[src/rtl/muldiv_arbiter.sv]
// Round-robin arbiter and sequencer for the shared multiply/divide unit.
// Optional perf counters: define MULDIV_PERF_CNT_EN.
module muldiv_arbiter #(
  parameter int DATA_W  = 32,
  parameter int ROB_W   = 4,
  parameter int PHY_W   = 6,
  parameter int MUL_LAT = 3
) (
  input  logic              clk,
  input  logic              reset,
  input  logic              flush,
  input  logic              req1_valid,
  input  logic [3:0]        req1_op,
  input  logic [ROB_W-1:0]  req1_rob_idx,
  input  logic [PHY_W-1:0]  req1_phy_dest,
  input  logic [DATA_W-1:0] req1_a,
  input  logic [DATA_W-1:0] req1_b,
  input  logic              req2_valid,
  input  logic [3:0]        req2_op,
  input  logic [ROB_W-1:0]  req2_rob_idx,
  input  logic [PHY_W-1:0]  req2_phy_dest,
  input  logic [DATA_W-1:0] req2_a,
  input  logic [DATA_W-1:0] req2_b,
  output logic              grant1,
  output logic              grant2,
  output logic              md_start,
  output logic              md_abort,
  output logic [3:0]        md_op,
  output logic [DATA_W-1:0] md_a,
  output logic [DATA_W-1:0] md_b,
  input  logic              md_done,
  input  logic [DATA_W-1:0] md_hi,
  input  logic [DATA_W-1:0] md_lo,
  output logic              wb_valid,
  input  logic              wb_ready,
  output logic [ROB_W-1:0]  wb_rob_idx,
  output logic [PHY_W-1:0]  wb_phy_dest,
  output logic [DATA_W-1:0] wb_hi,
  output logic [DATA_W-1:0] wb_lo,
`ifdef MULDIV_PERF_CNT_EN
  output logic [31:0]       perf_busy_cycles,
  output logic [31:0]       perf_conflict_cycles,
`endif
  output logic              busy
);

  typedef enum logic [1:0] {
    S_IDLE    = 2'd0,
    S_START   = 2'd1,
    S_COMPUTE = 2'd2,
    S_HOLD    = 2'd3
  } state_e;

  localparam logic [3:0] OP_DIV  = 4'd3;
  localparam logic [3:0] OP_DIVU = 4'd4;
  localparam logic [3:0] LAT_M1  = 4'(MUL_LAT - 1);

  state_e            state_q, state_d;
  logic              rr_q, rr_d;
  logic [3:0]        cnt_q, cnt_d;
  logic [3:0]        op_q, op_d;
  logic [DATA_W-1:0] a_q, a_d;
  logic [DATA_W-1:0] b_q, b_d;
  logic [ROB_W-1:0]  rob_q, rob_d;
  logic [PHY_W-1:0]  phy_q, phy_d;
  logic [DATA_W-1:0] hi_q, hi_d;
  logic [DATA_W-1:0] lo_q, lo_d;
  logic              is_div;

  assign is_div = (op_q == OP_DIV) || (op_q == OP_DIVU);

  always_comb begin
    state_d  = state_q;
    rr_d     = rr_q;
    cnt_d    = cnt_q;
    op_d     = op_q;
    a_d      = a_q;
    b_d      = b_q;
    rob_d    = rob_q;
    phy_d    = phy_q;
    hi_d     = hi_q;
    lo_d     = lo_q;
    grant1   = 1'b0;
    grant2   = 1'b0;
    md_abort = 1'b0;

    if (state_q == S_IDLE && !flush && !reset) begin
      if (req1_valid && req2_valid) begin
        grant1 = !rr_q;
        grant2 = rr_q;
        rr_d   = !rr_q;
      end else begin
        grant1 = req1_valid;
        grant2 = req2_valid;
      end
    end

    unique case (state_q)
      S_IDLE: begin
        if (grant1) begin
          op_d    = req1_op;
          a_d     = req1_a;
          b_d     = req1_b;
          rob_d   = req1_rob_idx;
          phy_d   = req1_phy_dest;
          state_d = S_START;
        end else if (grant2) begin
          op_d    = req2_op;
          a_d     = req2_a;
          b_d     = req2_b;
          rob_d   = req2_rob_idx;
          phy_d   = req2_phy_dest;
          state_d = S_START;
        end
      end
      S_START: begin
        if (!is_div) cnt_d = LAT_M1;
        state_d = S_COMPUTE;
      end
      S_COMPUTE: begin
        if (is_div ? md_done : (cnt_q == 4'd0)) begin
          hi_d    = md_hi;
          lo_d    = md_lo;
          state_d = S_HOLD;
        end else if (!is_div) begin
          cnt_d = cnt_q - 4'd1;
        end
      end
      S_HOLD: begin
        if (wb_ready) state_d = S_IDLE;
      end
      default: state_d = S_IDLE;
    endcase

    // Flush wins over every transition and drops any captured result.
    if (flush) begin
      state_d  = S_IDLE;
      hi_d     = '0;
      lo_d     = '0;
      md_abort = !reset &&
                 (state_q == S_START || state_q == S_COMPUTE);
    end
  end

  always_ff @(posedge clk) begin
    if (reset) begin
      state_q <= S_IDLE;
      rr_q    <= 1'b0;
      cnt_q   <= '0;
      op_q    <= '0;
      a_q     <= '0;
      b_q     <= '0;
      rob_q   <= '0;
      phy_q   <= '0;
      hi_q    <= '0;
      lo_q    <= '0;
    end else begin
      state_q <= state_d;
      rr_q    <= rr_d;
      cnt_q   <= cnt_d;
      op_q    <= op_d;
      a_q     <= a_d;
      b_q     <= b_d;
      rob_q   <= rob_d;
      phy_q   <= phy_d;
      hi_q    <= hi_d;
      lo_q    <= lo_d;
    end
  end

  assign busy        = (state_q != S_IDLE);
  assign md_start    = (state_q == S_START);
  assign md_op       = op_q;
  assign md_a        = a_q;
  assign md_b        = b_q;
  assign wb_valid    = (state_q == S_HOLD);
  assign wb_rob_idx  = rob_q;
  assign wb_phy_dest = phy_q;
  assign wb_hi       = hi_q;
  assign wb_lo       = lo_q;

`ifdef MULDIV_PERF_CNT_EN
  logic [31:0] pbusy_q, pbusy_d;
  logic [31:0] pconf_q, pconf_d;

  // Saturating; only reset clears them, flush does not.
  always_comb begin
    pbusy_d = pbusy_q;
    pconf_d = pconf_q;
    if (busy && pbusy_q != '1) pbusy_d = pbusy_q + 32'd1;
    if (req1_valid && req2_valid && pconf_q != '1)
      pconf_d = pconf_q + 32'd1;
  end

  always_ff @(posedge clk) begin
    if (reset) begin
      pbusy_q <= '0;
      pconf_q <= '0;
    end else begin
      pbusy_q <= pbusy_d;
      pconf_q <= pconf_d;
    end
  end

  assign perf_busy_cycles     = pbusy_q;
  assign perf_conflict_cycles = pconf_q;
`endif

endmodule

[config.mk]
export PLATFORM = sky130hd
export DESIGN_NAME = muldiv_arbiter
export DESIGN_NICKNAME = d
export VERILOG_FILES = /design/src/rtl/muldiv_arbiter.sv
export SDC_FILE = /design/constraint.sdc
export NUM_CORES = 1
export LEC_CHECK = 0
export ABC_AREA = 1
export CORE_AREA = 4 4 143 145
export CTS_CLUSTER_SIZE = 30
export DETAILED_ROUTE_END_ITERATION = 6
export DIE_AREA = 0 0 147 149
export PLACE_DENSITY = 0.85
export SYNTH_ARGS = -nofsm -noshare
export SYNTH_HDL_FRONTEND = slang
export SYNTH_SLANG_ARGS = --single-unit
[constraint.sdc]
create_clock -name clk -period 2.19 [get_ports clk]
set_input_delay 0.3285 -clock clk [delete_from_list [all_inputs] [get_ports clk]]
set_output_delay 0.3285 -clock clk [all_outputs]
set_load 0.01 [all_outputs]
==> results of run 1 <==
[critical path: cells and delay by family, from the launching register on]
| kind | cells | cell delay [ns] |
|---|---|---|
| AND/OR/NAND/NOR | 2 | 0.26 |
| adder cells (fa/ha/maj) | 1 | 0.17 |
| buffers and inverters | 4 | 0.55 |
| flip-flops | 1 | 0.34 |
[through the flow]
step           power, W  std cells  setup WS, ns
3_5_place_dp    0.00474       1480       -0.0681
6_report        0.00774       1515         0.133
3_3_place_gp    0.00472       1480       -0.0670
4_1_cts         0.00784       1512        0.0318
5_1_grt         0.00809       1515    0.00000167
2_1_floorplan   0.00381        883         0.570
[cell usage after synthesis (12+ instances only)]
library cell and number:
buf_2 26, inv_1 76, nand3_1 146, buf_4 14
inv_2 17, a21boi_0 16, o211ai_1 72, clkbuf_1 18
nand2_1 235, dfxtp_1 149, nor2_1 12, a21boi_1 48
[cell type report]
type | count | area [um2] | share of cell area (%)
Antenna cell | 3 | 7.51 | 0.0658
Clock buffer | 19 | 443 | 3.88
Timing Repair Buffer | 402 | 4050 | 35.5
Inverter | 94 | 354 | 3.11
Multi-Input combinational cell | 570 | 3060 | 26.8
Tap cell | 265 | 332 | 2.91
Sequential cell | 149 | 2980 | 26.2
Clock inverter | 13 | 174 | 1.53
[state kept, by name, summed over array words and instances, names as in the netlist]
signal,cells
wb_phy_dest,6
wb_rob_idx,4
md_b,32
md_a,32
wb_lo,32
cnt_q,4
wb_hi,32
md_op,4
state_q,2
rr_q,1
[worst paths after layout]
| check | startpoint | to | slack, ns |
|---|---|---|---|
| setup / recovery | state_q[1] | grant1 | 0.13 |
| hold / removal | wb_lo[16] | wb_lo[16] | 0.46 |
| setup reg to reg | cnt_q[0] | wb_hi[24] | 0.23 |
| hold reg to reg | wb_lo[16] | wb_lo[16] | 0.46 |
[what timing repair did]
item	in CTS	in global routing
gates resized for setup	5	3
endpoints found under the setup margin	4	2
hold buffers	0	0
[routing by layer]
layer  vias to the layer above  part of all wire [%]
met5                         -                     0
met1                      3312                    39
met3                        40                    10
met2                       293                    47
met4                         0                   3.3
li1                       3617                     -
[where the power goes]
group / switching, W / internal [W]
clock network: 0.00122 / 0.00185
registers: 0.0000982 / 0.00288
logic: 0.000783 / 0.000922
total: 0.00210 / 0.00564
[logic make-up (layout without fill, tap and decap cells)]
logic type | count (synthesis) | after routing | synth area share, %
AO/OA/AOI/OAI | 153 | 153 | 17.0
XOR/XNOR | 2 | 2 | 0.259
adder cells (fa/ha/maj) | 5 | 5 | 0.925
buffers and inverters | 164 | 528 | 11.0
flip-flops | 149 | 149 | 44.1
other | 0 | 3 | 0
AND/OR/NAND/NOR | 410 | 410 | 26.7
[cell usage in the layout (no fill, tap or decap), types with 2 or more instances in the layout]
master / synthesis / routed
inv_6: 0 / 2
inv_2: 17 / 18
bufinv_16: 0 / 3
clkinvlp_4: 0 / 2
ha_1: 5 / 3
inv_1: 76 / 75
nand3_2: 7 / 7
buf_12: 0 / 8
o211ai_1: 72 / 72
dfxtp_1: 149 / 149
o211ai_2: 6 / 6
a21boi_1: 48 / 48
diode_2: 0 / 3
nor2_1: 12 / 12
nand2_2: 6 / 7
dlygate4sd2_1: 0 / 3
a21boi_0: 16 / 16
clkinv_4: 0 / 4
clkbuf_16: 0 / 17
nand3_1: 146 / 146
clkdlybuf4s50_1: 0 / 370
o21ai_0: 3 / 3
nand2_1: 235 / 233
clkinv_2: 1 / 2
buf_4: 14 / 20
xor2_1: 2 / 2
a21oi_1: 8 / 8
==> results by group, run 1 <==
Logic synthesis
  • #FFs+latches synth: 149
  • Async S/R FF share, synth: 0%
  • Post-synthesis sequential area ratio: 44.1%
  • Top_reg_cell synth: dfxtp_1
  • Synth top area cells: dfxtp_1, nand2_1, nand3_1, o211ai_1, a21boi_1
  • Post-synth top area share: 44.1%
  • Number of flops mapped to enable cells by yosys: 0
  • Synth area leader: dfxtp_1
  • Syn Area/Cell: about 7.7 um2
  • Cell area after synthesis: 6770 um2
  • Yosys cell types: 26
  • Syn Nets: 1115
  • Post-Synthesis Cells: ~880
  • Synth warn: 0

Setup path
  • CP peak stage delay: 0.34 ns
  • Cells along the critical path: inv_1, ha_4, inv_2, nor3_4, nand2_2, clkinv_2, dlygate4sd2_1
  • Crit path capture type: primary output
  • FF-to-FF path depth: 10
  • Largest fanout on the critical path: 4
  • Worst setup SP type: flop
  • CP Class: reg -> out
  • Worst Path Arrival: between 1.5 and 2 ns
  • Crit path max-delay cell type: dfxtp_1
  • Crit path required time: 1.86 ns

Timing
  • Fmax: 486 MHz
  • Final setup violation count: 0
  • Fin. max-slew vios: 0
  • Final Hold Slack: around 0.46 ns
  • RSZ-0062 raised after global routing: false
  • Clock skew: slightly above 0.008 ns
  • Final period utilization: ~94%
  • Setup_tns: 0 ns
  • Least-Margin Pin Slew: approximately 0.65 ns
  • Slew margin rel.: 56.6%
  • Fin. Hold Viols: 0
  • Fin crit period: 2.06 ns

Global route
  • GR Util met3: under 10%
  • GR Overflow Total: 0
  • Vias in the first global route: between 6000 and 7000
  • Global-route wire length before repair: 36900 um
  • Initial antenna violation count: 3
  • GR Util met1: 24.3%
  • GRT Util Overall: 20.9%
  • Largest net degree at the start of global routing: 75
  • Gr busiest metal: met2
  • Grt met2 use: ~34%

Job
  • Max-Cap Viols: 0

Layout
  • Layout Nets: 1466
  • Core Util, Final: 59.4%
  • Area Overhead vs Synth: 68.6%
  • Filler cells: 1670
  • Final instance area: approximately 11000 um2
  • Ratio of cells with drive above 1 in the final layout: 8.26%

Clocking
  • Clock buffer depth: 2
  • CTS buffer count: 17
  • Buffer count from post-CTS setup fixing: 0
  • CTS root buf: clkbuf_16
  • CTS tree: yes
  • CTS sink cnt: 149
  • Clk_lat worst skew: about 0.4 ns
  • Worst-path clk slew: 0.06 ns
  • CTS H-tree depth: 4

Floorplanning
  • Die height: 149 um
  • Row cnt: 51
  • Area of the core: 19200 um2
  • I/O pin count: 375
  • Initial Utilization: 35.2%
  • Die area: 21900 um2
  • Die X: 147 um

Route
  • Vias: between 7000 and 8000
  • WL per Instance: 15.9 um
  • WL final: 24100 um
  • Initial drt markers: about 230
  • Drc violations: 0
  • Vias/cell: 4.79
  • Post-DRT Antenna Nets: 0
  • DRT Pass-1 Iters: 5

Run status
  • Outcome: finished clean

Hold path
  • Hold path depth: 2
  • Hold Path Class: reg -> reg

Placement
  • Hpwl dp: 17900 um
  • IO buf count: 374
  • Routability-driven placement congestion ratio: 0.766
  • Placement Cell Area: between 10000 and 15000 um2

Pwr
  • PwrDens: 679 nW/um2
  • Worst IR drop on VDD: 0.000490 V
  • Leak pwr: around 4.6 nW
No activity file was read; power rests on OpenSTA's default activity.
==> run 2: changes to the inputs <==
MAX_ROUTING_LAYER = met4   (was unset)
==> run 2 against run 1 <==
  * Design area about the same
  * Flip-flop and latch count unchanged
  * Fmax up 1.8%
  * Total power about the same
  * Non-clock buffer count did not move
  * Clock skew grew 0.00078 ns
  * Worst hold slack worse by 0.0018 ns
  * Largest power group unchanged
  * Highest routed layer unchanged
  * Critical endpoint is now md_abort
  * Worst setup slack better by 0.036 ns
  * Cell count stayed put
==> results by group, run 2 (synthesis gave the netlist of run 1 again) <==
Run status
  • Outcome: finished clean

Pwr
  • Seq pwr share: 38.4% (about the same)
  • Worst IR drop on VDD: 0.000488 V (-0.39%)
  • Combinational fraction of design power: 22.0% (about the same)
  • Sw frac: 27.1% (-0.033 points)
  • P_int: 0.00564 W (about the same)
  • Net Sw Power: 0.00210 W (-0.16%)
  • Leak pwr: 4.60 nW (about the same)
  • PwrDens: 679 nW/um2 (about the same)
  • Clock share of power: 39.6% (about the same)

Global route
  • GR Overflow Total: 0 (unchanged)
  • Global-route wire length before repair: 36700 um (-0.49%)
  • Largest net degree at the start of global routing: 75 (unchanged)
  • GRT Util Overall: 21.5% (+0.61 points)
  • Initial antenna violation count: 3 (unchanged)
  • Vias in the first global route: 7019 (+0.88%)

Floorplanning
  • Initial Utilization: 35.2% (unchanged)
  • Row cnt: 51 (unchanged)
  • Area of the core: 19200 um2 (unchanged)
  • I/O pin count: 375 (unchanged)
  • Die X: 147 um (unchanged)
  • Die height: 149 um (unchanged)
  • Die area: 21900 um2 (unchanged)

Placement
  • Routability-driven placement congestion ratio: 0.776 (+1.3%)
  • Hpwl dp: 17900 um (unchanged)
  • Dpl ws: -0.0681 ns (unchanged)
  • IO buf count: 374 (unchanged)

Timing
  • Fmax: 495 MHz (+1.8%)
  • Final setup violation count: 0 (unchanged)
  • Clock skew: 0.00901 ns (+0.000785 ns)
  • Fin. Hold Viols: 0 (unchanged)
  • Least-Margin Pin Slew: 0.656 ns (+0.00401 ns)
  • Final period utilization: 92.3% (-1.7 points)
  • RSZ-0062 raised after global routing: false
  • Fin. max-slew vios: 0 (unchanged)
  • Setup slack after layout: 0.169 ns (+0.0364 ns)
  • Setup_tns: 0 ns (unchanged)
  • Fin crit period: 2.02 ns (-0.0364 ns)
  • Slew margin rel.: 56.3% (-0.27 points)

Route
  • Vias/cell: 4.83 (+0.66%)
  • DRT Pass-1 Iters: 5 (unchanged)
  • WL final: 24100 um (about the same)
  • Initial drt markers: 251 (+8.2%)
  • Drc violations: 0 (unchanged)
  • WL per Instance: 15.9 um (about the same)
  • Post-DRT Antenna Nets: 0 (unchanged)
  • Vias: 7310 (+0.66%)

Clocking
  • Worst-path clk slew: 0.06 ns (about the same)
  • CTS sink cnt: 149 (unchanged)
  • Clock buffer depth: 2 (unchanged)
  • CTS H-tree depth: 4 (unchanged)
  • CTS tree: yes
  • Clk_lat worst skew: 0.41 ns (about the same)
  • Buffer count from post-CTS setup fixing: 0 (unchanged)
  • CTS root buf: clkbuf_16
  • Post_cts resized: 5 (unchanged)
  • CTS buffer count: 17 (unchanged)
  • Hold Buf Count CTS: 0 (unchanged)

Hold path
  • Hold Path Class: reg -> reg
  • Sink of the worst hold path: wb_lo[16]
  • Hold path depth: 2 (unchanged)
  • Worst Hold Launch: wb_lo[16]

Setup path
  • Crit path capture type: primary output
  • Worst Path Arrival: 1.69 ns (-0.04 ns)
  • Setup slack, reg-to-reg: 0.23 ns (about the same)
  • CP peak stage delay: 0.39 ns (+0.05 ns)
  • Crit path max-delay cell type: dfxtp_1
  • CP Class: reg -> out
  • R2r startpoint: cnt_q[0]
  • Family with the most delay on the worst path: buffers and inverters
  • Crit path required time: 1.86 ns (about the same)
  • Critical Path Start: state_q[1]
  • Cells along the critical path: inv_1, ha_4, nand2_1, nor2_1, clkdlybuf4s15_1
  • FF-to-FF path depth: 10 (unchanged)
  • Worst setup SP type: flop
  • Crit path buffers/inverters: 2 (-2)
  • Largest fanout on the critical path: 4 (unchanged)
  • Worst r2r dst: wb_hi[24]

Layout
  • Layout Nets: 1466 (unchanged)
  • Area Overhead vs Synth: 68.6% (about the same)
  • Core Util, Final: 59.4% (about the same)
  • Commonest non-fill, non-tap cell in the layout: clkdlybuf4s50_1
  • Most frequent cells in the layout: clkdlybuf4s50_1, nand2_1, dfxtp_1
  • Ratio of cells with drive above 1 in the final layout: 8.26% (unchanged)

Job
  • Max-Cap Viols: 0 (unchanged)
[run 2: power groups by stage]
stage / sequential (W) / clock, W / combinational (W)
detailed placement: 0.00303 / 0 / 0.00171
finish: 0.00297 / 0.00306 / 0.00170
CTS: 0.00297 / 0.00315 / 0.00172
floorplan: 0.00309 / 0 / 0.000720
global route: 0.00299 / 0.00325 / 0.00185
global placement: 0.00302 / 0 / 0.00169
[run 2: stage by stage]
stage                     instances  total power, W  hold WS, ns  area [um2]
after global routing           1515         0.00809        0.481       11400
after CTS                      1512         0.00784        0.462       11400
final                          1515         0.00774        0.457       11400
after global placement         1480         0.00472        0.446       10800
after detailed placement       1480         0.00474        0.452       10800
after floorplan                 883         0.00381        0.445        6770
[run 2: worst reg2reg max path, stage by stage (launching register included)]
cell	delay, ns
dfxtp_1	0.32
inv_1	0.07
ha_1	0.24
nand2_1	0.08
nor2_1	0.05
nand3_1	0.11
nand2_2	0.09
nand2_2	0.06
buf_4	0.53
nand2_1	0.14
a21boi_0	0.20
[run 2: how the worst max path moves through the flow]
stage,endpoint,slack (ns),cells after the start
CTS,md_abort,0.03,5
floorplan,md_b[0],0.57,12
global placement,md_abort,-0.07,4
finish,md_abort,0.17,5
global route,md_abort,0.006,5
detailed placement,md_abort,-0.07,4
[run 2: cell type report]
type	count	area, um2
inverters	94	354
clock inverters	13	174
well taps	265	332
clock buffers	19	443
flip-flops and latches	149	2980
repair buffers	402	4050
diodes	3	7.51
fillers	1669	7800
multi-input cells	570	3060
[run 2: routing by layer]
layer  up-vias  share of wire [%]  global-route usage, %
met5         -                  0                      -
met4         0                3.0                   9.93
met3        38                9.4                   7.35
met2       306                 48                   34.0
met1      3347                 40                   24.8
li1       3619                  -                      -
